`config.mk`:
```
export PLATFORM = sky130hd
export DESIGN_NAME = seq_alu
export DESIGN_NICKNAME = d
export VERILOG_FILES = /design/src/rtl/alu_pkg.sv /design/src/rtl/alu_muldiv_iter.sv /design/src/rtl/seq_alu.sv
export SDC_FILE = /design/constraint.sdc
export NUM_CORES = 1
export LEC_CHECK = 0
export ABC_CLOCK_PERIOD_IN_PS = 3150
export BUFFER_PORTS_ARGS = -buffer_cell sky130_fd_sc_hd__buf_4
export CORE_UTILIZATION = 60
export CTS_CLUSTER_DIAMETER = 150
export DETAILED_ROUTE_END_ITERATION = 16
export PLACE_DENSITY = 0.89
export SETUP_SLACK_MARGIN = 0.15
export SLEW_MARGIN = 20
export SYNTH_ARGS = -nofsm -noshare
export SYNTH_HDL_FRONTEND = slang
export SYNTH_SLANG_ARGS = --single-unit
```
`constraint.sdc`:
```
create_clock -name clk -period 3.15 [get_ports clk]
set_input_delay 0.7875 -clock clk [delete_from_list [all_inputs] [get_ports clk]]
set_output_delay 0.7875 -clock clk [all_outputs]
set_load 0.05 [all_outputs]
```
`src/rtl/alu_pkg.sv`:
```
// Shared definitions for the sequential ALU: opcode map, control FSM states
// and the bundle of status flags that travels with every result.
package alu_pkg;

    localparam logic [3:0] OP_AND  = 4'b0000;
    localparam logic [3:0] OP_OR   = 4'b0001;
    localparam logic [3:0] OP_XOR  = 4'b0010;
    localparam logic [3:0] OP_NAND = 4'b0011;
    localparam logic [3:0] OP_NOR  = 4'b0100;
    localparam logic [3:0] OP_XNOR = 4'b0101;
    localparam logic [3:0] OP_ADD  = 4'b0110;
    localparam logic [3:0] OP_SUB  = 4'b0111;
    localparam logic [3:0] OP_MUL  = 4'b1000;
    localparam logic [3:0] OP_DIV  = 4'b1001;
    localparam logic [3:0] OP_SHL1 = 4'b1010;
    localparam logic [3:0] OP_SHR1 = 4'b1011;
    localparam logic [3:0] OP_ROR1 = 4'b1100;
    localparam logic [3:0] OP_ROL1 = 4'b1101;
    localparam logic [3:0] OP_EQ   = 4'b1110;
    localparam logic [3:0] OP_GT   = 4'b1111;

    typedef enum logic [1:0] {
        ST_IDLE = 2'b00,
        ST_BUSY = 2'b01,
        ST_DONE = 2'b10
    } state_t;

    typedef struct packed {
        logic c_out;
        logic zero;
        logic err;
    } flags_t;

endpackage

```
`src/rtl/alu_muldiv_iter.sv`:
```
// Iterative engine: shift-add multiply and restoring divide, one bit per
// clock. The first iteration is applied on the start edge itself so the
// full result is ready WIDTH-1 edges later and the parent can register it
// on the following edge.
module alu_muldiv_iter
    import alu_pkg::*;
#(
    parameter int WIDTH = 8
) (
    input  logic             clk,
    input  logic             rst_n,
    input  logic             start,
    input  logic             is_div,
    input  logic [WIDTH-1:0] a,
    input  logic [WIDTH-1:0] b,
    output logic             done,
    output logic             div_mode,
    output logic [WIDTH-1:0] res_lo,
    output logic [WIDTH-1:0] res_hi
);

    localparam int             CW       = $clog2(WIDTH + 1);
    localparam logic [CW-1:0]  CNT_ONE  = CW'(1);
    localparam logic [CW-1:0]  CNT_LAST = CW'(WIDTH);

    logic             busy_r;
    logic [CW-1:0]    cnt_r;
    logic [WIDTH-1:0] hi_r;
    logic [WIDTH-1:0] lo_r;
    logic [WIDTH-1:0] op_r;
    logic             div_r;

    // One iteration: hi holds partial product / remainder, lo holds the
    // multiplier / dividend being shifted out (and the quotient shifted in).
    function automatic logic [2*WIDTH-1:0] step(input logic [WIDTH-1:0] hi,
                                                input logic [WIDTH-1:0] lo,
                                                input logic [WIDTH-1:0] op,
                                                input logic             div);
        logic [WIDTH:0]     sum;
        logic [WIDTH:0]     shifted;
        logic [WIDTH:0]     diff;
        logic [2*WIDTH-1:0] r;
        sum     = {1'b0, hi} + (lo[0] ? {1'b0, op} : {(WIDTH+1){1'b0}});
        shifted = {hi, lo[WIDTH-1]};
        diff    = shifted - {1'b0, op};
        if (div) begin
            if (shifted >= {1'b0, op}) begin
                r = {diff[WIDTH-1:0], lo[WIDTH-2:0], 1'b1};
            end else begin
                r = {shifted[WIDTH-1:0], lo[WIDTH-2:0], 1'b0};
            end
        end else begin
            r = {sum, lo[WIDTH-1:1]};
        end
        return r;
    endfunction

    // Load operands with the first iteration applied, then iterate until
    // the count reaches WIDTH, then hold the result.
    always_ff @(posedge clk or negedge rst_n) begin
        if (!rst_n) begin
            busy_r <= 1'b0;
            cnt_r  <= {CW{1'b0}};
            hi_r   <= {WIDTH{1'b0}};
            lo_r   <= {WIDTH{1'b0}};
            op_r   <= {WIDTH{1'b0}};
            div_r  <= 1'b0;
        end else if (start) begin
            busy_r       <= 1'b1;
            cnt_r        <= CNT_ONE;
            {hi_r, lo_r} <= step({WIDTH{1'b0}}, a, b, is_div);
            op_r         <= b;
            div_r        <= is_div;
        end else if (busy_r) begin
            if (cnt_r == CNT_LAST) begin
                busy_r <= 1'b0;
            end else begin
                cnt_r        <= cnt_r + CNT_ONE;
                {hi_r, lo_r} <= step(hi_r, lo_r, op_r, div_r);
            end
        end
    end

    assign done     = busy_r & (cnt_r == CNT_LAST);
    assign div_mode = div_r;
    assign res_lo   = lo_r;
    assign res_hi   = hi_r;

endmodule

```
`src/rtl/seq_alu.sv`:
```
// Sequential ALU with valid/ready handshakes on both sides. Single-cycle
// ops complete on the accept edge; MUL/DIV run on the iterative engine.
module seq_alu
    import alu_pkg::*;
#(
    parameter int WIDTH      = 8,
    parameter int MUL_DIV_EN = 1
) (
    input  logic             clk,
    input  logic             rst_n,
    input  logic             in_valid,
    output logic             in_ready,
    input  logic [WIDTH-1:0] a,
    input  logic [WIDTH-1:0] b,
    input  logic [3:0]       opcode,
    output logic             out_valid,
    input  logic             out_ready,
    output logic [WIDTH-1:0] result,
    output logic [WIDTH-1:0] result_hi,
    output logic             c_out,
    output logic             zero,
    output logic             err
);

    localparam logic MD_ON = (MUL_DIV_EN != 0);

    state_t           state_r;
    state_t           state_nxt_s;
    logic             in_ready_r;
    logic             out_valid_r;
    logic [WIDTH-1:0] result_r;
    logic [WIDTH-1:0] result_hi_r;
    flags_t           flags_r;

    logic             accept_s;
    logic             div_zero_s;
    logic             start_s;
    logic             is_div_s;
    logic [WIDTH:0]   add_s;
    logic [WIDTH:0]   sub_s;
    logic [WIDTH-1:0] sc_res_s;
    logic [WIDTH-1:0] sc_hi_s;
    logic             sc_c_s;
    logic             sc_err_s;
    logic             md_done_s;
    logic             md_div_s;
    logic [WIDTH-1:0] md_lo_s;
    logic [WIDTH-1:0] md_hi_s;
    logic             ld_en_s;
    logic [WIDTH-1:0] ld_res_s;
    logic [WIDTH-1:0] ld_hi_s;
    flags_t           ld_flags_s;

    assign accept_s   = in_valid & in_ready_r;
    assign div_zero_s = (b == {WIDTH{1'b0}});
    assign is_div_s   = (opcode == OP_DIV);
    assign start_s    = accept_s & MD_ON & ((opcode == OP_MUL) | (is_div_s & ~div_zero_s));
    assign add_s      = {1'b0, a} + {1'b0, b};
    assign sub_s      = {1'b0, a} - {1'b0, b};

    if (MUL_DIV_EN != 0) begin : g_md
        alu_muldiv_iter #(.WIDTH(WIDTH)) u_md (
            .clk      (clk),
            .rst_n    (rst_n),
            .start    (start_s),
            .is_div   (is_div_s),
            .a        (a),
            .b        (b),
            .done     (md_done_s),
            .div_mode (md_div_s),
            .res_lo   (md_lo_s),
            .res_hi   (md_hi_s)
        );
    end else begin : g_no_md
        assign md_done_s = 1'b0;
        assign md_div_s  = 1'b0;
        assign md_lo_s   = {WIDTH{1'b0}};
        assign md_hi_s   = {WIDTH{1'b0}};
    end

    // Single-cycle datapath, including the no-BUSY MUL/DIV corner cases.
    always_comb begin
        sc_res_s = {WIDTH{1'b0}};
        sc_hi_s  = {WIDTH{1'b0}};
        sc_c_s   = 1'b0;
        sc_err_s = 1'b0;
        case (opcode)
            OP_AND:  sc_res_s = a & b;
            OP_OR:   sc_res_s = a | b;
            OP_XOR:  sc_res_s = a ^ b;
            OP_NAND: sc_res_s = ~(a & b);
            OP_NOR:  sc_res_s = ~(a | b);
            OP_XNOR: sc_res_s = ~(a ^ b);
            OP_ADD: begin
                sc_res_s = add_s[WIDTH-1:0];
                sc_c_s   = add_s[WIDTH];
            end
            OP_SUB: begin
                sc_res_s = sub_s[WIDTH-1:0];
                sc_c_s   = sub_s[WIDTH];
            end
            OP_MUL:  sc_err_s = ~MD_ON;
            OP_DIV: begin
                if (!MD_ON) begin
                    sc_err_s = 1'b1;
                end else if (div_zero_s) begin
                    sc_res_s = {WIDTH{1'b1}};
                    sc_hi_s  = a;
                    sc_err_s = 1'b1;
                end else begin
                    sc_err_s = 1'b0;
                end
            end
            OP_SHL1: begin
                sc_res_s = {a[WIDTH-2:0], 1'b0};
                sc_c_s   = a[WIDTH-1];
            end
            OP_SHR1: begin
                sc_res_s = {1'b0, a[WIDTH-1:1]};
                sc_c_s   = a[0];
            end
            OP_ROR1: begin
                sc_res_s = {a[0], a[WIDTH-1:1]};
                sc_c_s   = a[0];
            end
            OP_ROL1: begin
                sc_res_s = {a[WIDTH-2:0], a[WIDTH-1]};
                sc_c_s   = a[WIDTH-1];
            end
            OP_EQ:   sc_res_s = {{(WIDTH-1){1'b0}}, (a == b)};
            OP_GT:   sc_res_s = {{(WIDTH-1){1'b0}}, (a > b)};
            default: sc_res_s = {WIDTH{1'b0}};
        endcase
    end

    // Next-state logic of the control FSM.
    always_comb begin
        state_nxt_s = state_r;
        case (state_r)
            ST_IDLE: begin
                if (accept_s) begin
                    state_nxt_s = start_s ? ST_BUSY : ST_DONE;
                end else begin
                    state_nxt_s = ST_IDLE;
                end
            end
            ST_BUSY: begin
                if (md_done_s) begin
                    state_nxt_s = ST_DONE;
                end else begin
                    state_nxt_s = ST_BUSY;
                end
            end
            ST_DONE: begin
                if (out_ready) begin
                    state_nxt_s = ST_IDLE;
                end else begin
                    state_nxt_s = ST_DONE;
                end
            end
            default: state_nxt_s = ST_IDLE;
        endcase
    end

    // Select which result (single-cycle or engine) gets registered, if any.
    always_comb begin
        ld_en_s          = 1'b0;
        ld_res_s         = {WIDTH{1'b0}};
        ld_hi_s          = {WIDTH{1'b0}};
        ld_flags_s.c_out = 1'b0;
        ld_flags_s.err   = 1'b0;
        if (accept_s && !start_s) begin
            ld_en_s          = 1'b1;
            ld_res_s         = sc_res_s;
            ld_hi_s          = sc_hi_s;
            ld_flags_s.c_out = sc_c_s;
            ld_flags_s.err   = sc_err_s;
        end else if ((state_r == ST_BUSY) && md_done_s) begin
            ld_en_s          = 1'b1;
            ld_res_s         = md_lo_s;
            ld_hi_s          = md_hi_s;
            ld_flags_s.c_out = md_div_s ? 1'b0 : (|md_hi_s);
            ld_flags_s.err   = 1'b0;
        end else begin
            ld_en_s = 1'b0;
        end
        ld_flags_s.zero = (ld_res_s == {WIDTH{1'b0}});
    end

    // FSM state register.
    always_ff @(posedge clk or negedge rst_n) begin
        if (!rst_n) begin
            state_r <= ST_IDLE;
        end else begin
            state_r <= state_nxt_s;
        end
    end

    // Registered handshake outputs, decoded from the next state.
    always_ff @(posedge clk or negedge rst_n) begin
        if (!rst_n) begin
            in_ready_r  <= 1'b1;
            out_valid_r <= 1'b0;
        end else begin
            in_ready_r  <= (state_nxt_s == ST_IDLE);
            out_valid_r <= (state_nxt_s == ST_DONE);
        end
    end

    // Result and flag registers; held until the next result is produced.
    always_ff @(posedge clk or negedge rst_n) begin
        if (!rst_n) begin
            result_r    <= {WIDTH{1'b0}};
            result_hi_r <= {WIDTH{1'b0}};
            flags_r     <= '{c_out: 1'b0, zero: 1'b0, err: 1'b0};
        end else if (ld_en_s) begin
            result_r    <= ld_res_s;
            result_hi_r <= ld_hi_s;
            flags_r     <= ld_flags_s;
        end
    end

    assign in_ready  = in_ready_r;
    assign out_valid = out_valid_r;
    assign result    = result_r;
    assign result_hi = result_hi_r;
    assign c_out     = flags_r.c_out;
    assign zero      = flags_r.zero;
    assign err       = flags_r.err;

endmodule

```
==> flow_summary.html <==
<table>
<tr><th>Metric</th><th>Value</th></tr>
<tr><th colspan="2">Power and ir drop</th></tr>
<tr><td>Power per unit of standard cell area</td><td>850.9 nW/um^2</td></tr>
<tr><td>Maximum VDD drop</td><td>0.0006175 V</td></tr>
<tr><td>Leakage power</td><td>2.688 nW</td></tr>
<tr><th colspan="2">Placement</th></tr>
<tr><td>Final weighted congestion of routability-driven global placement</td><td>0.9967</td></tr>
<tr><td>HPWL after detailed placement</td><td>13.95 mm</td></tr>
<tr><td>Count of input and output buffers</td><td>44</td></tr>
<tr><th colspan="2">Timing</th></tr>
<tr><td>Tcrit/Tclk final</td><td>0.9143</td></tr>
<tr><td>Accumulated negative setup slack</td><td>0 ps</td></tr>
<tr><td>Final-layout worst hold slack</td><td>485.2 ps</td></tr>
<tr><td>Time the worst path needs with I/O delays and setup</td><td>2880 ps</td></tr>
<tr><td>Hold Violations, Final</td><td>0</td></tr>
<tr><td>Relative max-transition margin</td><td>0.4874</td></tr>
<tr><td>Endpoints failing setup</td><td>0</td></tr>
<tr><td>Max-slew violation total from the final report</td><td>0</td></tr>
<tr><td>Setup repair after global routing missed its margin</td><td>no</td></tr>
<tr><td>Achievable clock frequency</td><td>347.2 MHz</td></tr>
<tr><td>Clock Skews</td><td>19.07 ps</td></tr>
<tr><td>Pin slew with the least headroom to its limit</td><td>767.0 ps</td></tr>
<tr><th colspan="2">GRT</th></tr>
<tr><td>Pin count of the biggest net entering global routing</td><td>54</td></tr>
<tr><td>Via count of the first global-routing pass</td><td>5307</td></tr>
<tr><td>Wire length of the first global-routing pass</td><td>28.08 mm</td></tr>
<tr><td>Congestion Overflow GR</td><td>0</td></tr>
<tr><td>Combined global-route utilization of all metal layers</td><td>0.4099</td></tr>
<tr><td>Antenna violations before repair</td><td>0</td></tr>
<tr><th colspan="2">Clocking</th></tr>
<tr><td>TritonCTS clock tree</td><td>built</td></tr>
<tr><td>Root Driver</td><td>sky130_fd_sc_hd__clkbuf_8</td></tr>
<tr><td>Cts-stage hold buffer count</td><td>0</td></tr>
<tr><td>Resized Gates After CTS</td><td>0</td></tr>
<tr><td>Number of H-tree levels</td><td>2</td></tr>
<tr><td>Number of CTS-inserted buffers</td><td>5</td></tr>
<tr><td>Post-CTS Setup Repair Bufs</td><td>0</td></tr>
<tr><td>Clk slew on worst S/H paths</td><td>120 ps</td></tr>
<tr><td>Number of buffers between clock root and the deepest sink</td><td>2</td></tr>
<tr><td>TritonCTS Sinks</td><td>53</td></tr>
<tr><td>Clock network latency to the later pin of the worst-skew pair</td><td>330 ps</td></tr>
<tr><th colspan="2">Setup path</th></tr>
<tr><td>CP Launch Type</td><td>input port</td></tr>
<tr><td>Element type at the critical path end</td><td>flip-flop</td></tr>
<tr><td>Critical path required time</td><td>3410 ps</td></tr>
<tr><td>Critical path arrival</td><td>3140 ps</td></tr>
<tr><td>Classification of the worst setup path</td><td>input port to flip-flop</td></tr>
<tr><td>Largest fanout on the critical path</td><td>10</td></tr>
<tr><th colspan="2">Yosys</th></tr>
<tr><td>Number of synthesized register bits</td><td>53</td></tr>
<tr><td>Synth cell types</td><td>78</td></tr>
<tr><td>Proportion of register bits with asynchronous set or reset after synthesis</td><td>1.000</td></tr>
<tr><td>Fraction of the yosys area taken by sequential cells</td><td>0.2543</td></tr>
<tr><td>Netlist area before placement</td><td>5221 um^2</td></tr>
<tr><td>Yosys warnings</td><td>0</td></tr>
<tr><td>Synthesized area per cell</td><td>7.911 um^2</td></tr>
<tr><td>Synth Instances</td><td>660</td></tr>
<tr><td>EDFF count, synth</td><td>0</td></tr>
<tr><td>Post-synth net total</td><td>732</td></tr>
<tr><td>Dominant register cell in the synthesized netlist</td><td>sky130_fd_sc_hd__dfrtp_1</td></tr>
<tr><th colspan="2">Outcome</th></tr>
<tr><td>Result of the run</td><td>completed</td></tr>
<tr><th colspan="2">Route</th></tr>
<tr><td>Top routing layer in use</td><td>met4</td></tr>
<tr><td>Vias after detailed routing</td><td>5610</td></tr>
<tr><td>M1 wire length</td><td>7.063 mm</td></tr>
<tr><td>DR iter-0 viols</td><td>540</td></tr>
<tr><td>Ratio of routed vias to standard cells</td><td>6.751</td></tr>
<tr><td>Antenna violation net count after detailed routing</td><td>0</td></tr>
<tr><td>Avg WL per Cell</td><td>21.76 um</td></tr>
<tr><td>Wire length after detailed routing</td><td>18.08 mm</td></tr>
<tr><td>Number of design rule violations left after detail routing</td><td>0</td></tr>
<tr><td>First-pass DRT Iterations</td><td>6</td></tr>
<tr><td>Met2 WL post-DR</td><td>8.534 mm</td></tr>
<tr><td>Routed met3 length</td><td>1.520 mm</td></tr>
<tr><th colspan="2">Floorplan</th></tr>
<tr><td>Overall die height</td><td>95.29 um</td></tr>
<tr><td>Floorplan die area</td><td>9079 um^2</td></tr>
<tr><td>FP Rows</td><td>33</td></tr>
<tr><td>Initial Util</td><td>0.6291</td></tr>
<tr><td>IO Count</td><td>45</td></tr>
<tr><td>Die Wd</td><td>95.29 um</td></tr>
<tr><td>Core area</td><td>8299 um^2</td></tr>
<tr><th colspan="2">Min path</th></tr>
<tr><td>Path category of the worst min-delay check</td><td>input port to asynchronous set/reset pin</td></tr>
<tr><th colspan="2">Final layout</th></tr>
<tr><td>Number of antenna cells inserted</td><td>0</td></tr>
<tr><td>Area added between synthesis and finish</td><td>13.92%</td></tr>
<tr><td>Share of cells above drive strength 1</td><td>0.1625</td></tr>
<tr><td>Leading cell types in the layout, fill and taps excluded</td><td>sky130_fd_sc_hd__buf_4, sky130_fd_sc_hd__nand2_1, sky130_fd_sc_hd__nor2_1</td></tr>
<tr><td>Net count, final</td><td>797</td></tr>
<tr><td>Leading cell type in the layout, fill and taps excluded</td><td>sky130_fd_sc_hd__buf_4</td></tr>
<tr><th colspan="2">Job</th></tr>
<tr><td>Number of maximum-capacitance constraint violations</td><td>0</td></tr>
</table>
-- cell type report --
class / instances / area, um^2
Clock buffer: 5 / 68.82
Clock inverter: 3 / 28.78
Fill cell: 654 / 2351
Inverter: 47 / 176.4
Multi-Input combinational cell: 530 / 3555
Sequential cell: 53 / 1328
Tap cell: 105 / 131.4
Timing Repair Buffer: 88 / 660.6
-- cells by family after synthesis --
kind of cell    after synthesis  synth area share
compound gates              218            0.2720
xor+xnor                     16           0.02684
fa+ha+maj                    48            0.1208
buf+inv                      77           0.06494
flops                        53            0.2543
mux                          25           0.04888
simple gates                223            0.2123
-- power by group --
part / switching, mW / total, mW / internal [mW] / leakage [nW]
logic: 1.99 / 3.24 / 1.25 / 1.99
clock network: 0.271 / 0.439 / 0.167 / 0.0506
registers: 0.370 / 1.38 / 1.01 / 0.648
-- critical path, stage by stage --
cell	delay, ps
sky130_fd_sc_hd__buf_4	90
sky130_fd_sc_hd__inv_1	110
sky130_fd_sc_hd__ha_1	350
sky130_fd_sc_hd__buf_4	180
sky130_fd_sc_hd__inv_1	100
sky130_fd_sc_hd__mux2_2	270
sky130_fd_sc_hd__a21oi_1	160
sky130_fd_sc_hd__o21ai_1	110
sky130_fd_sc_hd__a21oi_1	250
sky130_fd_sc_hd__a41oi_1	190
sky130_fd_sc_hd__nor4_1	320
sky130_fd_sc_hd__a32o_1	200
-- final timing paths --
kind	from	to	slack, ps	cells past startpoint
hold reg to reg	result[3]	result[3]	500	1
setup reg to reg	g_md.u_md.res_lo[0]	g_md.u_md.res_hi[6]	330	11
setup / recovery	b[5]	zero	270	12
max in group asynchronous	rst_n	result[4]	2200	1
hold / removal	rst_n	g_md.u_md.res_hi[6]	490	1
min in group clk	result[3]	result[3]	500	1
-- synthesized netlist by cell type, types with 6 or more instances --
cell / n / area share
sky130_fd_sc_hd__a211oi_1: 16 / 0.023
sky130_fd_sc_hd__nand2b_1: 10 / 0.012
sky130_fd_sc_hd__xor2_1: 6 / 0.010
sky130_fd_sc_hd__and2_1: 9 / 0.011
sky130_fd_sc_hd__a21oi_1: 58 / 0.056
sky130_fd_sc_hd__nand3_1: 10 / 0.0096
sky130_fd_sc_hd__o21ai_0: 52 / 0.050
sky130_fd_sc_hd__buf_2: 13 / 0.012
sky130_fd_sc_hd__nor3_1: 9 / 0.0086
sky130_fd_sc_hd__clkbuf_1: 9 / 0.0065
sky130_fd_sc_hd__nor2b_1: 10 / 0.012
sky130_fd_sc_hd__inv_1: 46 / 0.033
sky130_fd_sc_hd__a221oi_1: 6 / 0.010
sky130_fd_sc_hd__nand2_1: 70 / 0.050
sky130_fd_sc_hd__mux2i_1: 21 / 0.040
sky130_fd_sc_hd__nor2_1: 69 / 0.050
sky130_fd_sc_hd__a21o_1: 13 / 0.019
sky130_fd_sc_hd__nand4_1: 8 / 0.0096
sky130_fd_sc_hd__o21a_1: 9 / 0.013
sky130_fd_sc_hd__dfrtp_1: 52 / 0.25
sky130_fd_sc_hd__a31oi_1: 11 / 0.013
sky130_fd_sc_hd__ha_1: 44 / 0.11
sky130_fd_sc_hd__xnor2_1: 10 / 0.017
-- sequential cells by signal, indices dropped and copies added, names as in the netlist, 2 cells and up --
name and count:
result 8, result_hi 8, state_r 2, g_md.u_md.cnt_r 4, g_md.u_md.res_hi 8, g_md.u_md.op_r 8, g_md.u_md.res_lo 8
-- through the flow --
stage	power [mW]	setup slack, ps	utilization	instance area [um^2]	std cells
final	5.061	270.1	0.7167	5948	831
after global routing	5.366	154.4	0.7167	5948	831
after CTS	4.993	315.4	0.7167	5948	831
after detailed placement	4.547	0.4496	0.7050	5851	823
after global placement	4.443	83.16	0.7050	5851	823
after floorplan	3.582	330.6	-	5221	660
-- layer usage --
metal / vias to the layer above / track usage
met2: 335 / 0.6762
met3: 90 / 0.07337
li1: 2519 / -
met4: 0 / 0.2172
met5: - / 0
met1: 2666 / 0.5075
(Power assumes the default switching activity.)
